**config.mk**
```make
export PLATFORM = sky130hd
export DESIGN_NAME = vga_scan
export DESIGN_NICKNAME = d
export VERILOG_FILES = /design/src/rtl/vga_pkg.sv /design/src/rtl/vga_axis_cnt.sv /design/src/rtl/vga_scan.sv
export SDC_FILE = /design/constraint.sdc
export NUM_CORES = 1
export LEC_CHECK = 0
export ABC_AREA = 1
export ABC_CLOCK_PERIOD_IN_PS = 7970
export CAP_MARGIN = 10
export CORE_ASPECT_RATIO = 0.5
export CORE_MARGIN = 4
export CORE_UTILIZATION = 58
export CTS_BUF_LIST = sky130_fd_sc_hd__clkbuf_16
export CTS_CLUSTER_SIZE = 12
export DETAILED_ROUTE_END_ITERATION = 12
export GPL_TIMING_DRIVEN = 0
export PLACE_DENSITY = 0.87
export SYNTH_ARGS = -nofsm -noshare
export SYNTH_HDL_FRONTEND = slang
export SYNTH_SLANG_ARGS = --single-unit
```
**constraint.sdc**
```tcl
create_clock -name Clk -period 7.97 [get_ports Clk]
set_clock_uncertainty 0.2 [all_clocks]
set_input_delay 1.9925 -clock Clk [delete_from_list [all_inputs] [get_ports Clk]]
set_output_delay 1.9925 -clock Clk [all_outputs]
set_load 0.01 [all_outputs]
```
**src/rtl/vga_pkg.sv**
```systemverilog
// Shared VGA timing, coordinate and colour constants for the raster scan generator
// and the display blocks that consume its row/col -> d_out interface.
package vga_pkg;

  localparam int VGA_H_SYNC = 96;
  localparam int VGA_H_BP   = 48;
  localparam int VGA_H_ACT  = 640;
  localparam int VGA_H_FP   = 16;
  localparam int VGA_H_TOT  = VGA_H_SYNC + VGA_H_BP + VGA_H_ACT + VGA_H_FP;

  localparam int VGA_V_SYNC = 2;
  localparam int VGA_V_BP   = 33;
  localparam int VGA_V_ACT  = 480;
  localparam int VGA_V_FP   = 10;
  localparam int VGA_V_TOT  = VGA_V_SYNC + VGA_V_BP + VGA_V_ACT + VGA_V_FP;

  localparam int CNT_W = 10;
  localparam int ROW_W = 9;
  localparam int COL_W = 10;
  localparam int PIX_W = 12;
  localparam int DIV_W = 3;

  localparam logic [ROW_W-1:0] ROW_BLANK = 9'h1FF;
  localparam logic [COL_W-1:0] COL_BLANK = 10'h3FF;

  localparam logic [PIX_W-1:0] PIX_WHITE = 12'hfff;
  localparam logic [PIX_W-1:0] PIX_SKY   = 12'h048;

  function automatic int axis_total(input int sync, input int bp, input int act, input int fp);
    return sync + bp + act + fp;
  endfunction

endpackage

```
**src/rtl/vga_axis_cnt.sv**
```systemverilog
// One raster axis: wrapping position counter plus sync/active/offset decode of the
// position the counter is about to take, so the caller can register it on the same edge.
module vga_axis_cnt
  import vga_pkg::*;
#(
  parameter int SYNC    = VGA_H_SYNC,
  parameter int BP      = VGA_H_BP,
  parameter int ACT     = VGA_H_ACT,
  parameter int FP      = VGA_H_FP,
  parameter int COORD_W = COL_W
) (
  input  logic               Clk,
  input  logic               rst,
  input  logic               en,
  output logic               wrap,
  output logic [CNT_W-1:0]   count,
  output logic               sync_n,
  output logic               active,
  output logic [COORD_W-1:0] coord
);

  localparam int TOT = axis_total(SYNC, BP, ACT, FP);
  localparam logic [CNT_W-1:0] LAST     = CNT_W'(TOT - 1);
  localparam logic [CNT_W-1:0] SYNC_END = CNT_W'(SYNC);
  localparam logic [CNT_W-1:0] ACT_LO   = CNT_W'(SYNC + BP);
  localparam logic [CNT_W-1:0] ACT_HI   = CNT_W'(SYNC + BP + ACT);

  logic [CNT_W-1:0] count_nxt;

  // >= rather than == so a corrupted count can never run past the line/frame end
  assign wrap = en && (count >= LAST);

  always_comb begin
    count_nxt = count;
    if (en) begin
      count_nxt = (count >= LAST) ? '0 : count + CNT_W'(1);
    end
  end

  always_ff @(posedge Clk) begin
    if (rst) begin
      count <= '0;
    end else begin
      count <= count_nxt;
    end
  end

  assign sync_n = (count_nxt >= SYNC_END);
  assign active = (count_nxt >= ACT_LO) && (count_nxt < ACT_HI);
  assign coord  = COORD_W'(count_nxt - ACT_LO);

endmodule

```
**src/rtl/vga_scan.sv**
```systemverilog
// 640x480@60 raster scan generator: pixel-rate divider, row/col address issue,
// and registered RGB/sync outputs aligned one pixel behind the issued address.
module vga_scan
  import vga_pkg::*;
#(
  parameter int CLK_DIV = 4,
  parameter int H_SYNC  = VGA_H_SYNC,
  parameter int H_BP    = VGA_H_BP,
  parameter int H_ACT   = VGA_H_ACT,
  parameter int H_FP    = VGA_H_FP,
  parameter int V_SYNC  = VGA_V_SYNC,
  parameter int V_BP    = VGA_V_BP,
  parameter int V_ACT   = VGA_V_ACT,
  parameter int V_FP    = VGA_V_FP
) (
  input  logic             Clk,
  input  logic             rst,
  input  logic [PIX_W-1:0] d_in,
  output logic [ROW_W-1:0] row,
  output logic [COL_W-1:0] col,
  output logic             rdn,
  output logic             hs,
  output logic             vs,
  output logic [3:0]       r,
  output logic [3:0]       g,
  output logic [3:0]       b,
  output logic             frame_tick
);

  localparam logic [DIV_W-1:0] DIV_LAST = DIV_W'(CLK_DIV - 1);
  localparam logic [CNT_W-1:0] H_LAST   = CNT_W'(axis_total(H_SYNC, H_BP, H_ACT, H_FP) - 1);
  localparam logic [CNT_W-1:0] V_LAST   = CNT_W'(axis_total(V_SYNC, V_BP, V_ACT, V_FP) - 1);

  function automatic logic [PIX_W-1:0] blank_gate(input logic blank, input logic [PIX_W-1:0] pix);
    return blank ? '0 : pix;
  endfunction

  logic [DIV_W-1:0] div_p0;
  logic             pix_tick;
  logic             h_wrap, v_wrap;
  logic [CNT_W-1:0] hcnt, vcnt;
  logic             h_sync_n, v_sync_n;
  logic             h_act, v_act;
  logic [COL_W-1:0] h_coord;
  logic [ROW_W-1:0] v_coord;
  logic             frame_end;
  logic             rdn_p1, hs_p1, vs_p1;

  assign pix_tick = (div_p0 == DIV_LAST);

  // Stage p0: pixel-rate divider and raster position
  always_ff @(posedge Clk) begin
    if (rst) begin
      div_p0 <= '0;
    end else begin
      div_p0 <= pix_tick ? '0 : div_p0 + DIV_W'(1);
    end
  end

  vga_axis_cnt #(
    .SYNC(H_SYNC), .BP(H_BP), .ACT(H_ACT), .FP(H_FP), .COORD_W(COL_W)
  ) u_h_axis (
    .Clk    (Clk),
    .rst    (rst),
    .en     (pix_tick),
    .wrap   (h_wrap),
    .count  (hcnt),
    .sync_n (h_sync_n),
    .active (h_act),
    .coord  (h_coord)
  );

  vga_axis_cnt #(
    .SYNC(V_SYNC), .BP(V_BP), .ACT(V_ACT), .FP(V_FP), .COORD_W(ROW_W)
  ) u_v_axis (
    .Clk    (Clk),
    .rst    (rst),
    .en     (h_wrap),
    .wrap   (v_wrap),
    .count  (vcnt),
    .sync_n (v_sync_n),
    .active (v_act),
    .coord  (v_coord)
  );

  assign frame_end = v_wrap && (hcnt == H_LAST) && (vcnt == V_LAST);

  // Stage p1: address issue and decode of the pixel being entered.
  // Sync decode resets low to match position 0,0 so the first line gets a full-width pulse.
  always_ff @(posedge Clk) begin
    if (rst) begin
      row    <= ROW_BLANK;
      col    <= COL_BLANK;
      rdn_p1 <= 1'b1;
      hs_p1  <= 1'b0;
      vs_p1  <= 1'b0;
    end else if (pix_tick) begin
      row    <= (h_act && v_act) ? v_coord : ROW_BLANK;
      col    <= (h_act && v_act) ? h_coord : COL_BLANK;
      rdn_p1 <= ~(h_act && v_act);
      hs_p1  <= h_sync_n;
      vs_p1  <= v_sync_n;
    end
  end

  // Stage p2: pixel ends; capture display data and delay sync to stay aligned
  always_ff @(posedge Clk) begin
    if (rst) begin
      rdn       <= 1'b1;
      hs        <= 1'b1;
      vs        <= 1'b1;
      {r, g, b} <= '0;
    end else if (pix_tick) begin
      rdn       <= rdn_p1;
      hs        <= hs_p1;
      vs        <= vs_p1;
      {r, g, b} <= blank_gate(rdn_p1, d_in);
    end
  end

  always_ff @(posedge Clk) begin
    if (rst) begin
      frame_tick <= 1'b0;
    end else begin
      frame_tick <= frame_end;
    end
  end

endmodule

```
==> results of run 1 <==
[where the power goes]
group / switching (mW) / internal [mW] / total, mW
Sequential: 0.00502 / 0.314 / 0.319
Clock: 0.146 / 0.275 / 0.421
Combinational: 0.0344 / 0.0268 / 0.0611
[worst min path at each step]
stage	endpoint	slack, ps	depth (start not counted)
after floorplan	div_p0[0]$_SDFF_PP0_	200	1
after global placement	div_p0[0]$_SDFF_PP0_	210	1
after detailed placement	div_p0[0]$_SDFF_PP0_	230	1
after CTS	div_p0[0]$_SDFF_PP0_	250	1
after global routing	div_p0[0]$_SDFF_PP0_	260	1
final	div_p0[0]$_SDFF_PP0_	270	1
[cell usage in the layout (no fill, tap or decap), drive strengths merged]
cell,count
nor2,70
nand2,108
o22a,2
clkdlybuf4s50,48
nand3,54
xor2,4
nor4,1
bufinv,2
dfxtp,61
or2,1
o21ai,14
nand3b,3
inv,46
a21oi,20
nand4,10
nor3,2
o21bai,3
a22o,12
buf,6
clkinvlp,1
a221oi,1
ha,10
o22ai,3
clkbuf,18
o211ai,1
clkinv,6
xnor2,1
[registers in the layout (all words and copies together), names as in the netlist, 3 cells and up]
name / cells
b: 4
u_v_axis.count: 10
div_p0: 3
r: 4
col: 10
g: 4
row: 9
u_h_axis.count: 10
[metrics by stage]
stage,hold slack [ps],worst slack [ps],utilization (%),power [mW]
CTS,250,4300,76.3,0.803
global placement,210,4070,70.5,0.382
global route,257,4190,76.3,0.821
finish,266,4300,76.3,0.800
detailed placement,233,4040,70.5,0.383
floorplan,199,4880,-,0.357
[cell families after synthesis]
logic type	count (synthesis)	share of synthesized area, %
and+or+nand+nor	249	38.2
adders and majority gates	10	3.78
DFF	61	36.8
xor gates and xnor gates	5	1.32
buffers and inverters	63	8.42
AOI/OAI and AO/OA	56	11.5
[worst max-delay path, stage by stage]
cell and delay [ps]:
clkdlybuf4s50_1 460, nor2_1 160, inv_1 190, nor2_1 290
clkbuf_1 410, a22o_1 220
[per-layer routing]
metal / global-route usage (%) / vias to the layer above / part of all wire, % / wire length [µm]
met5: 0 / - / 0 / 0
met4: 8.03 / 0 / 1.4 / 133
met3: 8.64 / 21 / 10 / 936
met2: 45.2 / 180 / 45 / 4180
met1: 35.9 / 1539 / 43 / 4000
li1: - / 1578 / - / -
[area by class of cell]
cell class | count | share of cell area, %
multi-input cells | 320 | 43.1
repair buffers | 48 | 11.4
clock buffers | 9 | 5.35
clock inverters | 7 | 2.35
inverters | 48 | 4.28
flip-flops and latches | 61 | 29.0
plain buffers | 15 | 2.35
well taps | 73 | 2.17
==> flow_metrics.py, run 1 <==
metrics = {
    "drt": {
        "drc": 0,
        "antenna_left": 0,
        "wl_per_cell_um": 15.9,
        "viasPerCell": 5.71,
        "drtIter0Drc": 301,
        "first_pass_iters": 5,
        "finalWirelength_um": 9250,
        "num_vias": 3318,
    },
    "sta": {
        "layout_min_cycle_time_ps": 3670,
        "fmax_ghz": 0.272,
        "setup-tns-final_ps": 0,
        "finalCritPeriodShare_pct": 46.1,
        "slew_viol_final": 0,
        "final-hold-violation-count": 0,
        "max_slew.worst_pin.slew_ps": 711,
        "setup_viol": 0,
        "rsz0062_at_grt": "no",
        "slew_headroom_pct": 52.6,
    },
    "critical_path": {
        "r2r_setup_slack_ps": 4660,
        "ff2ff_path_depth": 16,
        "crit_path_end": "g[1]$_SDFFE_PP0N_",
        "worstSetupPathType": "input port to register",
        "cp-startpoint": "rst",
        "cp.arrival_ps": 3740,
        "required_ps": 8030,
        "startpoint_type": "input port",
        "end_kind": "register",
        "r2r-end": "row[5]$_SDFFE_PP1N_",
        "path_max_fanout": 10,
        "r2r-start": "div_p0[0]$_SDFF_PP0_",
    },
    "die": {
        "num_rows": 19,
        "die_area_mm2": 0.00706,
        "io_pins": 49,
        "dieWidth_um": 115,
        "coreArea_mm2": 0.00552,
        "start_util_pct": 60.1,
        "die_y_um": 61.5,
    },
    "logic_synthesis": {
        "yosysMostFrequentCell": "nand2_1",
        "synth_top_area_share_pct": 36.8,
        "synth_nets": 468,
        "synthDistinctLibCells": 39,
        "async_flop_share_pct": 0,
        "synth.cell_area_mm2": 0.00331,
        "synth-seq-area-share_pct": 36.8,
        "ys.flop_type": "dfxtp_1",
        "synth_area_leaders": "dfxtp_1 (37%), nand2_1 (11%), nor2_1 (6.9%)",
        "avgSynthCellArea_um2": 7.46,
        "synthesis.yosys.warnings": 0,
        "syn_inst": 444,
        "yosysTopAreaCell": "dfxtp_1",
        "ys_ff_latch": 61,
        "synth_commonest_cells": "nand2_1 (97), dfxtp_1 (61), nor2_1 (61), inv_1 (37), nand3_1 (33)",
        "synth_edf_count": 0,
    },
    "clock_network": {
        "tritoncts": "built",
        "clkTransAtPathRegs_ps": 60,
        "cts_buffers": 9,
        "clkLatencyLatePin_ps": 330,
        "cts_resized": 0,
        "cts_hold_buffers": 0,
        "cts_max_level": 3,
        "cts_root_buffer": "clkbuf_16",
        "post_cts_buffers": 0,
        "clock_path_buffers": 2,
        "cts.sinks": 61,
    },
    "cells_and_area": {
        "fin_nets": 527,
        "n_antenna_cell": 0,
        "finalNonFillerCells": 581,
        "nFillCells": 370,
        "drive_above_1_share_pct": 15.4,
        "multi_input_comb_area_mm2": 0.00181,
        "fin_area_mm2": 0.00421,
        "seqCellArea_mm2": 0.00122,
        "syn_to_final_growth_pct": 27.0,
    },
    "placement": {
        "dpl.hpwl_um": 6160,
        "place_congestion": 0.891,
        "placedInstanceArea_mm2": 0.00389,
        "dp_cells": 565,
        "port_buffers": 48,
    },
    "outcome": {
        "outcome": "completed",
    },
    "min_path": {
        "worstHoldStart": "div_p0[0]$_SDFF_PP0_",
        "hold_path.class": "register to register",
    },
    "pwr": {
        "leakage_nw": 1.83,
        "power_density_mw_per_mm2": 190,
        "vdd_drop_max_v": 0.000176,
    },
    "grt": {
        "grt_pass1_vias": 3178,
        "grtUsageTotal_pct": 27.7,
        "antenna_found_initial": 0,
        "grt_overflow": 0,
        "grt_max_degree": 13,
        "grt_first_pass_wirelength_um": 15200,
    },
    "job": {
        "drv_cap": 0,
    },
}
(Power assumes the default switching activity.)
==> run 2: changes to the inputs <==
--- a/config.mk
+++ b/config.mk
@@ -6,16 +6,16 @@
 export NUM_CORES = 1
 export LEC_CHECK = 0
 export ABC_AREA = 1
-export ABC_CLOCK_PERIOD_IN_PS = 7970
+export ABC_CLOCK_PERIOD_IN_PS = 3600
 export CAP_MARGIN = 10
 export CORE_ASPECT_RATIO = 0.5
 export CORE_MARGIN = 4
-export CORE_UTILIZATION = 58
+export CORE_UTILIZATION = 54
 export CTS_BUF_LIST = sky130_fd_sc_hd__clkbuf_16
 export CTS_CLUSTER_SIZE = 12
 export DETAILED_ROUTE_END_ITERATION = 12
 export GPL_TIMING_DRIVEN = 0
-export PLACE_DENSITY = 0.87
+export PLACE_DENSITY = 0.82
 export SYNTH_ARGS = -nofsm -noshare
 export SYNTH_HDL_FRONTEND = slang
 export SYNTH_SLANG_ARGS = --single-unit
==> constraint.sdc (replaced) <==
create_clock -name Clk -period 3.6 [get_ports Clk]
set_clock_uncertainty 0.2 [all_clocks]
set_input_delay 0.9 -clock Clk [delete_from_list [all_inputs] [get_ports Clk]]
set_output_delay 0.9 -clock Clk [all_outputs]
set_load 0.01 [all_outputs]
==> run 2 against run 1 <==
- cell area is 0.77% lower
- clock power is 98% higher
- first-iteration DRC count is 29% lower
- via count is 3.3% lower
- core utilization is 3.1 points lower
- global-route usage is 3.6 points lower
- final cell count stayed put
- critical endpoint is now row[7]$_SDFFE_PP1N_
==> flow_metrics.py, run 2 (synthesized netlist as in run 1, its figures left out) <==
metrics = {
    "placement": {
        "dpl.hpwl_um": 6140,
        "place_congestion": 0.886,
        "port_buffers": 48,
        "dpl_worst_slack_ps": 443,
        "dp_cells": 565,
    },
    "clock_network": {
        "cts.sinks": 61,
        "cts_root_buffer": "clkbuf_16",
        "post_cts_buffers": 0,
        "clkTransAtPathRegs_ps": 50,
        "cts_max_level": 3,
        "clock_path_buffers": 2,
        "clkLatencyLatePin_ps": 330,
        "tritoncts": "built",
        "cts_hold_buffers": 0,
        "cts_buffers": 9,
        "cts_resized": 0,
    },
    "sta": {
        "slew_viol_final": 0,
        "finalCritPeriodShare_pct": 89.4,
        "setup_viol": 0,
        "final-hold-violation-count": 0,
        "fmax_ghz": 0.311,
        "setup-tns-final_ps": 0,
        "rsz0062_at_grt": "no",
        "max_slew.worst_pin.slew_ps": 633,
        "slew_headroom_pct": 57.8,
        "fin_ws_ps": 381,
        "layout_min_cycle_time_ps": 3220,
    },
    "drt": {
        "drc": 0,
        "antenna_left": 0,
        "finalWirelength_um": 8610,
        "drtIter0Drc": 215,
        "first_pass_iters": 7,
        "viasPerCell": 5.52,
        "num_vias": 3208,
        "wl_per_cell_um": 14.8,
    },
    "cells_and_area": {
        "fin_nets": 527,
        "reg_top3": "col: 10 flops, u_h_axis.count: 10 flops, u_v_axis.count: 10 flops",
        "syn_to_final_growth_pct": 26.0,
        "n_antenna_cell": 0,
        "layout_commonest_cell": "nand2_1",
        "finalNonFillerCells": 581,
        "drive_above_1_share_pct": 15.0,
        "layout.cells.most_common_list": "nand2_1 (97), nor2_1 (61), dfxtp_1 (61)",
    },
    "critical_path": {
        "slowest_delay_ps": 360,
        "cp.arrival_ps": 3210,
        "r2r-start": "div_p0[0]$_SDFF_PP0_",
        "worstSetupPathType": "register to register",
        "required_ps": 3590,
        "startpoint_type": "register",
        "ff2ff_path_depth": 16,
        "r2r_setup_slack_ps": 380,
        "path_max_fanout": 10,
        "end_kind": "register",
        "r2r-end": "row[7]$_SDFFE_PP1N_",
        "path_cells": "ha_1 -> ha_1 -> buf_4 -> clkinv_1 -> nor2_2 -> nor2_1 -> inv_1 -> ha_1 -> nand2_1 -> nor2_1 -> nor2_1 -> a21oi_1 -> nand3_1 -> nand2_2 -> buf_6 -> nand3_2",
        "crit_slowest_cell": "nor2_2",
    },
    "min_path": {
        "hold_path.class": "register to register",
        "hold_depth": 1,
        "worstHoldStart": "div_p0[0]$_SDFF_PP0_",
        "holdPathEnd": "div_p0[0]$_SDFF_PP0_",
    },
    "die": {
        "start_util_pct": 58.1,
        "io_pins": 49,
        "dieWidth_um": 119,
        "die_area_mm2": 0.00753,
        "num_rows": 19,
        "coreArea_mm2": 0.00571,
        "die_y_um": 63.4,
    },
    "grt": {
        "grt_pass1_vias": 2998,
        "grt_first_pass_wirelength_um": 14500,
        "grtUsageTotal_pct": 24.1,
        "antenna_found_initial": 0,
        "grt_overflow": 0,
        "grt_max_degree": 12,
    },
    "pwr": {
        "leakage_nw": 1.81,
        "vdd_drop_max_v": 0.000275,
        "power_density_mw_per_mm2": 400,
    },
    "outcome": {
        "outcome": "completed",
    },
    "job": {
        "drv_cap": 0,
    },
}
-- run 2: routing by layer --
metal  global-route usage [%]  wire length (µm)  vias to the layer above
met3                     8.85               835                       13
met1                     32.1              4050                     1493
met2                     36.3              3630                      135
met5                        0                 0                        -
li1                         -                 -                     1567
met4                     7.36               102                        0
-- run 2: worst max-delay path by stage --
stage | endpoint | cells after the start | slack, ps | start
3_3_place_gp | row[7]$_SDFFE_PP1N_ | 16 | 480 | div_p0[0]$_SDFF_PP0_
4_1_cts | row[7]$_SDFFE_PP1N_ | 16 | 410 | div_p0[0]$_SDFF_PP0_
5_1_grt | row[7]$_SDFFE_PP1N_ | 16 | 100 | div_p0[0]$_SDFF_PP0_
2_1_floorplan | col[9]$_SDFFE_PP1N_ | 18 | 990 | u_h_axis.count[0]$_SDFF_PP0_
3_5_place_dp | row[7]$_SDFFE_PP1N_ | 16 | 440 | div_p0[0]$_SDFF_PP0_
6_report | row[7]$_SDFFE_PP1N_ | 16 | 380 | div_p0[0]$_SDFF_PP0_
-- run 2: final cells by class --
type	count	area [µm²]
timing repair buffer	48	480
multi-input combinational	320	1810
clock buffer	9	225
fill	458	1530
tap	73	91.3
inverter	48	180
sequential	61	1220
buffer	15	98.8
clock inverter	7	66.3
-- run 2: critical path: cells and delay by family (launching register included) --
family,cells,cell delay [ps]
compound gates,1,130
buf+inv,4,850
flops,1,340
fa+ha+maj,3,540
simple gates,8,1030
-- run 2: metrics by stage --
step                hold slack (ps)  cell area, µm²  total power, mW  util (%)
floorplan                       199            3310            0.790         -
global placement                208            3890            0.847      68.1
detailed placement              224            3890            0.850      68.1
CTS                             241            4180             1.68      73.2
global route                    248            4180             1.73      73.2
finish                          247            4180             1.67      73.2
-- run 2: power by group --
part,leakage [nW],internal [mW],switching (mW)
Sequential,0.494,0.695,0.0104
Clock,0.136,0.530,0.305
Combinational,1.18,0.0589,0.0728
Total,1.81,1.28,0.388
==> run 3: changes to the inputs <==
--- a/config.mk
+++ b/config.mk
@@ -7,7 +7,7 @@
 export LEC_CHECK = 0
 export ABC_AREA = 1
 export ABC_CLOCK_PERIOD_IN_PS = 3600
-export CAP_MARGIN = 10
+export CAP_MARGIN = 20
 export CORE_ASPECT_RATIO = 0.5
 export CORE_MARGIN = 4
 export CORE_UTILIZATION = 54
@@ -16,6 +16,7 @@
 export DETAILED_ROUTE_END_ITERATION = 12
 export GPL_TIMING_DRIVEN = 0
 export PLACE_DENSITY = 0.82
+export REMOVE_ABC_BUFFERS = 1
 export SYNTH_ARGS = -nofsm -noshare
 export SYNTH_HDL_FRONTEND = slang
 export SYNTH_SLANG_ARGS = --single-unit
==> constraint.sdc (replaced) <==
create_clock -name Clk -period 3.6 [get_ports Clk]
set_clock_uncertainty 0.2 [all_clocks]
set_input_delay 0.9 -clock Clk [delete_from_list [all_inputs] [get_ports Clk]]
set_output_delay 0.9 -clock Clk [all_outputs]
set_load 0.05 [all_outputs]
==> run 3 against run 2 <==
- global-route usage shrank 2.3 points
- via count is 4.1% lower
- fmax decreased by 3.7%
- cell area fell by 0.39%
- count of clock-buffer cells in the layout stayed put
==> flow_metrics.py, run 3 (synthesized netlist as in run 1, its figures left out) <==
metrics = {
    "outcome": {
        "outcome": "completed",
    },
    "sta": {
        "whs_ps": 222,
        "slew_viol_final": 0,
        "slew_headroom_pct": 46.6,
        "final-hold-violation-count": 0,
        "finalCritPeriodShare_pct": 92.8,
        "setup-tns-final_ps": 0,
        "fmax_ghz": 0.299,
        "setup_viol": 0,
        "rsz0062_at_grt": "no",
        "max_slew.worst_pin.slew_ps": 798,
        "layout_min_cycle_time_ps": 3340,
    },
    "grt": {
        "grt_overflow": 0,
        "grt_first_pass_wirelength_um": 13400,
        "grt_max_degree": 28,
        "antenna_found_initial": 0,
        "grtUsageTotal_pct": 21.8,
        "grt_pass1_vias": 2774,
    },
    "clock_network": {
        "cts_buffers": 9,
        "clock_path_buffers": 2,
        "cts_max_level": 3,
        "tritoncts": "built",
        "cts_root_buffer": "clkbuf_16",
        "clkLatencyLatePin_ps": 330,
        "clkTransAtPathRegs_ps": 60,
        "cts_hold_buffers": 0,
        "cts.sinks": 61,
    },
    "cells_and_area": {
        "seqCellArea_mm2": 0.00122,
        "nFillCells": 427,
        "reg_top3": "col: 10 flops, u_h_axis.count: 10 flops, u_v_axis.count: 10 flops",
        "fin_nets": 514,
        "drive_above_1_share_pct": 15.4,
        "layout.cells.most_common_list": "nand2_1 (97), nor2_1 (61), dfxtp_1 (61)",
        "n_antenna_cell": 0,
        "multi_input_comb_area_mm2": 0.00184,
        "layout_commonest_cell": "nand2_1",
        "syn_to_final_growth_pct": 25.6,
    },
    "drt": {
        "num_vias": 3075,
        "drtIter0Drc": 244,
        "drc": 0,
        "first_pass_iters": 7,
        "finalWirelength_um": 8040,
        "wl_per_cell_um": 14.2,
        "viasPerCell": 5.41,
        "antenna_left": 0,
    },
    "pwr": {
        "vdd_drop_max_v": 0.000311,
        "power_density_mw_per_mm2": 421,
        "leakage_nw": 1.79,
    },
    "critical_path": {
        "worstSetupPathType": "register to register",
        "cp.arrival_ps": 3330,
        "path_max_fanout": 27,
        "end_kind": "register",
        "slowest_delay_ps": 380,
        "r2r-end": "row[1]$_SDFFE_PP1N_",
        "path_buf_inv": 3,
        "r2r-start": "div_p0[0]$_SDFF_PP0_",
        "startpoint_type": "register",
        "path_depth": 15,
        "r2r_setup_slack_ps": 260,
        "crit_family": "simple AND/OR/NAND/NOR gates",
        "path_cells": "ha_1 -> ha_2 -> buf_16 -> inv_4 -> nor2_4 -> nor2_1 -> inv_1 -> ha_1 -> nand2_1 -> nor2_1 -> nor2_1 -> a21oi_1 -> nand3_1 -> nand2_8 -> nand3_2",
        "ff2ff_path_depth": 15,
        "critPathMostFrequentCell": "nor2_1",
        "required_ps": 3590,
        "crit_slowest_cell": "ha_2",
    },
    "die": {
        "die_y_um": 63.4,
        "coreArea_mm2": 0.00571,
        "num_rows": 19,
        "start_util_pct": 58.1,
        "io_pins": 49,
        "die_area_mm2": 0.00753,
        "dieWidth_um": 119,
    },
    "min_path": {
        "hold_depth": 1,
        "hold_path.class": "register to register",
        "worstHoldStart": "div_p0[0]$_SDFF_PP0_",
        "holdPathEnd": "div_p0[0]$_SDFF_PP0_",
    },
    "placement": {
        "port_buffers": 48,
        "place_congestion": 0.884,
        "dpl.hpwl_um": 5660,
    },
    "job": {
        "drv_cap": 0,
    },
}
[run 3: changes by cell type in the layout (fill, tap and decap cells not counted), moves of 2 or more]
| cell | delta |
|---|---|
| buf_6 | -2 |
| clkinv_1 | -3 |
| clkbuf_1 | -9 |
| inv_6 | +2 |
[run 3: worst max path at each step]
stage                               from                  end  slack, ps
floorplan           div_p0[0]$_SDFF_PP0_  col[9]$_SDFFE_PP1N_       -100
global placement    div_p0[0]$_SDFF_PP0_  row[7]$_SDFFE_PP1N_      -1410
detailed placement  div_p0[0]$_SDFF_PP0_  col[9]$_SDFFE_PP1N_       -640
CTS                 div_p0[0]$_SDFF_PP0_  col[8]$_SDFFE_PP1N_         60
global route        div_p0[0]$_SDFF_PP0_  row[7]$_SDFFE_PP1N_         20
finish              div_p0[0]$_SDFF_PP0_  row[1]$_SDFFE_PP1N_        260
[run 3: repair_timing]
action | in CTS | in global routing
setup buffers | 0 | 0
resized for setup | 4 | 2
endpoints found under the setup margin | 20 | 20
[run 3: worst register-to-register path, delay by kind of cell, from the launching register on]
| kind | cells | cell delay [ps] |
|---|---|---|
| compound gates | 1 | 190 |
| fa+ha+maj | 3 | 790 |
| buf+inv | 3 | 540 |
| flops | 1 | 330 |
| simple gates | 8 | 1130 |
[run 3: through the flow]
stage | power [mW] | utilization, % | area (µm²) | std cells | setup slack [ps]
2_1_floorplan | 0.815 | - | 3220 | 429 | -101
3_3_place_gp | 0.873 | 66.4 | 3790 | 550 | -1410
3_5_place_dp | 0.882 | 67.1 | 3830 | 552 | -636
4_1_cts | 1.76 | 72.8 | 4150 | 568 | 55.6
5_1_grt | 1.81 | 72.9 | 4160 | 568 | 20.0
6_report | 1.75 | 72.9 | 4160 | 568 | 259
[run 3: cell type report]
type,instances,share of cell area [%]
Clock buffer,9,5.41
Clock inverter,7,1.98
Inverter,48,4.39
Multi-Input combinational cell,320,44.1
Sequential cell,61,29.3
Tap cell,73,2.19
Timing Repair Buffer,50,12.6
[run 3: where the power goes]
group | leakage [nW] | total [mW] | internal [mW] | switching [mW]
clock network | 0.145 | 0.881 | 0.546 | 0.335
logic | 1.15 | 0.166 | 0.0600 | 0.106
registers | 0.494 | 0.704 | 0.694 | 0.00992
total | 1.79 | 1.75 | 1.30 | 0.452
[run 3: layer usage]
metal / up-vias / global-route usage (%) / part of all wire [%]
li1: 1541 / - / -
met1: 1400 / 29.4 / 47
met2: 124 / 32.9 / 44
met3: 10 / 8.49 / 8.4
met4: 0 / 4.91 / 0.68
met5: - / 0 / 0
==> edit, RTL diff (settings of run 1) <==
Make the reset (`rst`) asynchronous in 5 clocked blocks. Comments in the files are not updated.
--- a/src/rtl/vga_axis_cnt.sv
+++ b/src/rtl/vga_axis_cnt.sv
@@ -38,5 +38,5 @@
   end
 
-  always_ff @(posedge Clk) begin
+  always_ff @(posedge Clk or posedge rst) begin
     if (rst) begin
       count <= '0;
--- a/src/rtl/vga_scan.sv
+++ b/src/rtl/vga_scan.sv
@@ -50,5 +50,5 @@
 
   // Stage p0: pixel-rate divider and raster position
-  always_ff @(posedge Clk) begin
+  always_ff @(posedge Clk or posedge rst) begin
     if (rst) begin
       div_p0 <= '0;
@@ -88,5 +88,5 @@
   // Stage p1: address issue and decode of the pixel being entered.
   // Sync decode resets low to match position 0,0 so the first line gets a full-width pulse.
-  always_ff @(posedge Clk) begin
+  always_ff @(posedge Clk or posedge rst) begin
     if (rst) begin
       row    <= ROW_BLANK;
@@ -105,5 +105,5 @@
 
   // Stage p2: pixel ends; capture display data and delay sync to stay aligned
-  always_ff @(posedge Clk) begin
+  always_ff @(posedge Clk or posedge rst) begin
     if (rst) begin
       rdn       <= 1'b1;
@@ -119,5 +119,5 @@
   end
 
-  always_ff @(posedge Clk) begin
+  always_ff @(posedge Clk or posedge rst) begin
     if (rst) begin
       frame_tick <= 1'b0;
Formal check against the unedited RTL: differs if rst is asserted again (counterexample within 10 cycles, from zero or initial values and one cycle with rst high); with rst held inactive, the same outputs for 10 cycles.
==> edit against run 1 <==
Worst setup slack improved by 63 ps; synthesized cell count rose by 4.3%; cell count rose by 6.0%; routed wire length shrank 0.63%; fmax grew 1.7%; core utilization fell by 0.73 points; sequential cell count is the same; design area increased by 10%; area after synthesis up 12%; critical path type is now register to output port; largest cell class unchanged.
Power is not compared: it rests on default switching activity, and its combinational part moved more than twofold at a synthesized area within 25%.
==> edit: results <==
[routing]
wl_met2_um = 4180
maxUsedRoutingLayer = "met4"
wl_met3_um = 644
drc_errors = 0
drt-met1-wl_um = 4180
dr.pass1.iters = 5
drt_wl_total_um = 9190
drtIter0Drc = 335
post_drt_via_cell_ratio = 5.38

[yosys]
yosysWarningCount = 0
synth-async-reset-ratio = 1.00
synthTopCellsByArea = "dfrtp_1, dfstp_2, nand2_1"
synth_nets = 486
synthDistinctLibCells = 37
synthTopCellsByCount = "nand2_1, nor2_1, inv_1"
ys.flop_type = "dfrtp_1"
synth.yosys.seq_area_share = 0.419

[global_route]
met2_usage = 0.416
grt_pass1_wl_um = 15900
use_met3 = 0.0881
grt.met1_usage = 0.336
track_usage = 0.261
grt_antenna_before_repair = 0
grt_start_max_net_pins = 32

[final_layout]
diodes = 0
layout-drive-gt1-share = 0.223
nNetsFinal = 546
top_regs = "col (10), u_h_axis.count (10), u_v_axis.count (10)"

[worst_hold_path]
hold_class = "register to register"

[cts]
clkSlewWorstSetupHoldPaths_ps = 60
clock-root-buffer = "clkbuf_16"
post_cts_resized = 0
htreeDepth = 3
clk_path_buf_depth = 2
cts_buffers = 9
clkLatencyLatePin_ps = 330
post_cts_buffers = 0

[power]
leakagePower_nw = 2.31
vdd_drop_max_mv = 0.100
sw_frac_of_total = 0.203
power_frac_clock = 0.562
seq_power_share = 0.420

[placement]
placed_cell_area_um2 = 4320
port-buffer-count = 48
hpwl_um = 6260
gp_congestion = 0.946

[run_status]
outcome = "completed"

[critical_path]
path_max_fanout = 2
crit_slowest_cell = "clkdlybuf4s50_1"
crit_family = "buffers and inverters"
slowest_delay_ps = 550
arrival_ps = 1420

[sta]
tightest_slew_ps = 634
edit: cell types whose count changed after synthesis, moves of 8 or more:
cell     change
nand3_2     -14
inv_1       +21
nand2_2     +13
dfxtp_1     -61
dfstp_2     +23
a21oi_1      -8
dfrtp_1     +38
or2_2        +8
edit: path summary, 6_finish.rpt:
kind	start	end	slack (ps)	cells past startpoint
max	col[7]	col[7]	4360	1
min in group asynchronous	rst	vs_p1	1880	2
max reg2reg	u_h_axis.count[0]	col[7]	4860	19
max in group asynchronous	rst	col[3]	5020	3
min reg2reg	div_p0[0]	div_p0[0]	230	1
min	div_p0[0]	div_p0[0]	230	1
edit: logic make-up after synthesis:
kind of cell	after synthesis	synth area share
and+or+nand+nor	261	0.354
xor gates and xnor gates	6	0.0142
AOI/OAI and AO/OA	50	0.0941
DFF	61	0.419
adders and majority gates	9	0.0304
buffers and inverters	76	0.0877
edit: cell type report:
cell class,count,area (µm²)
clock inverters,7,90.1
repair buffers,49,500
flip-flops and latches,61,1560
fillers,430,1500
plain buffers,11,78.8
well taps,88,110
multi-input cells,326,1830
inverters,65,246
clock buffers,9,225
edit: metrics by stage:
| stage | setup WS, ps | hold WS (ps) | total power [mW] | instances | utilization |
|---|---|---|---|---|---|
| 4_1_cts | 4360 | 234 | 0.741 | 616 | 0.756 |
| 3_3_place_gp | 3250 | 220 | 0.328 | 599 | 0.701 |
| 2_1_floorplan | 4300 | 210 | 0.320 | 463 | - |
| 6_report | 4360 | 233 | 0.739 | 616 | 0.756 |
| 3_5_place_dp | 4630 | 228 | 0.329 | 600 | 0.705 |
| 5_1_grt | 4320 | 252 | 0.761 | 616 | 0.756 |
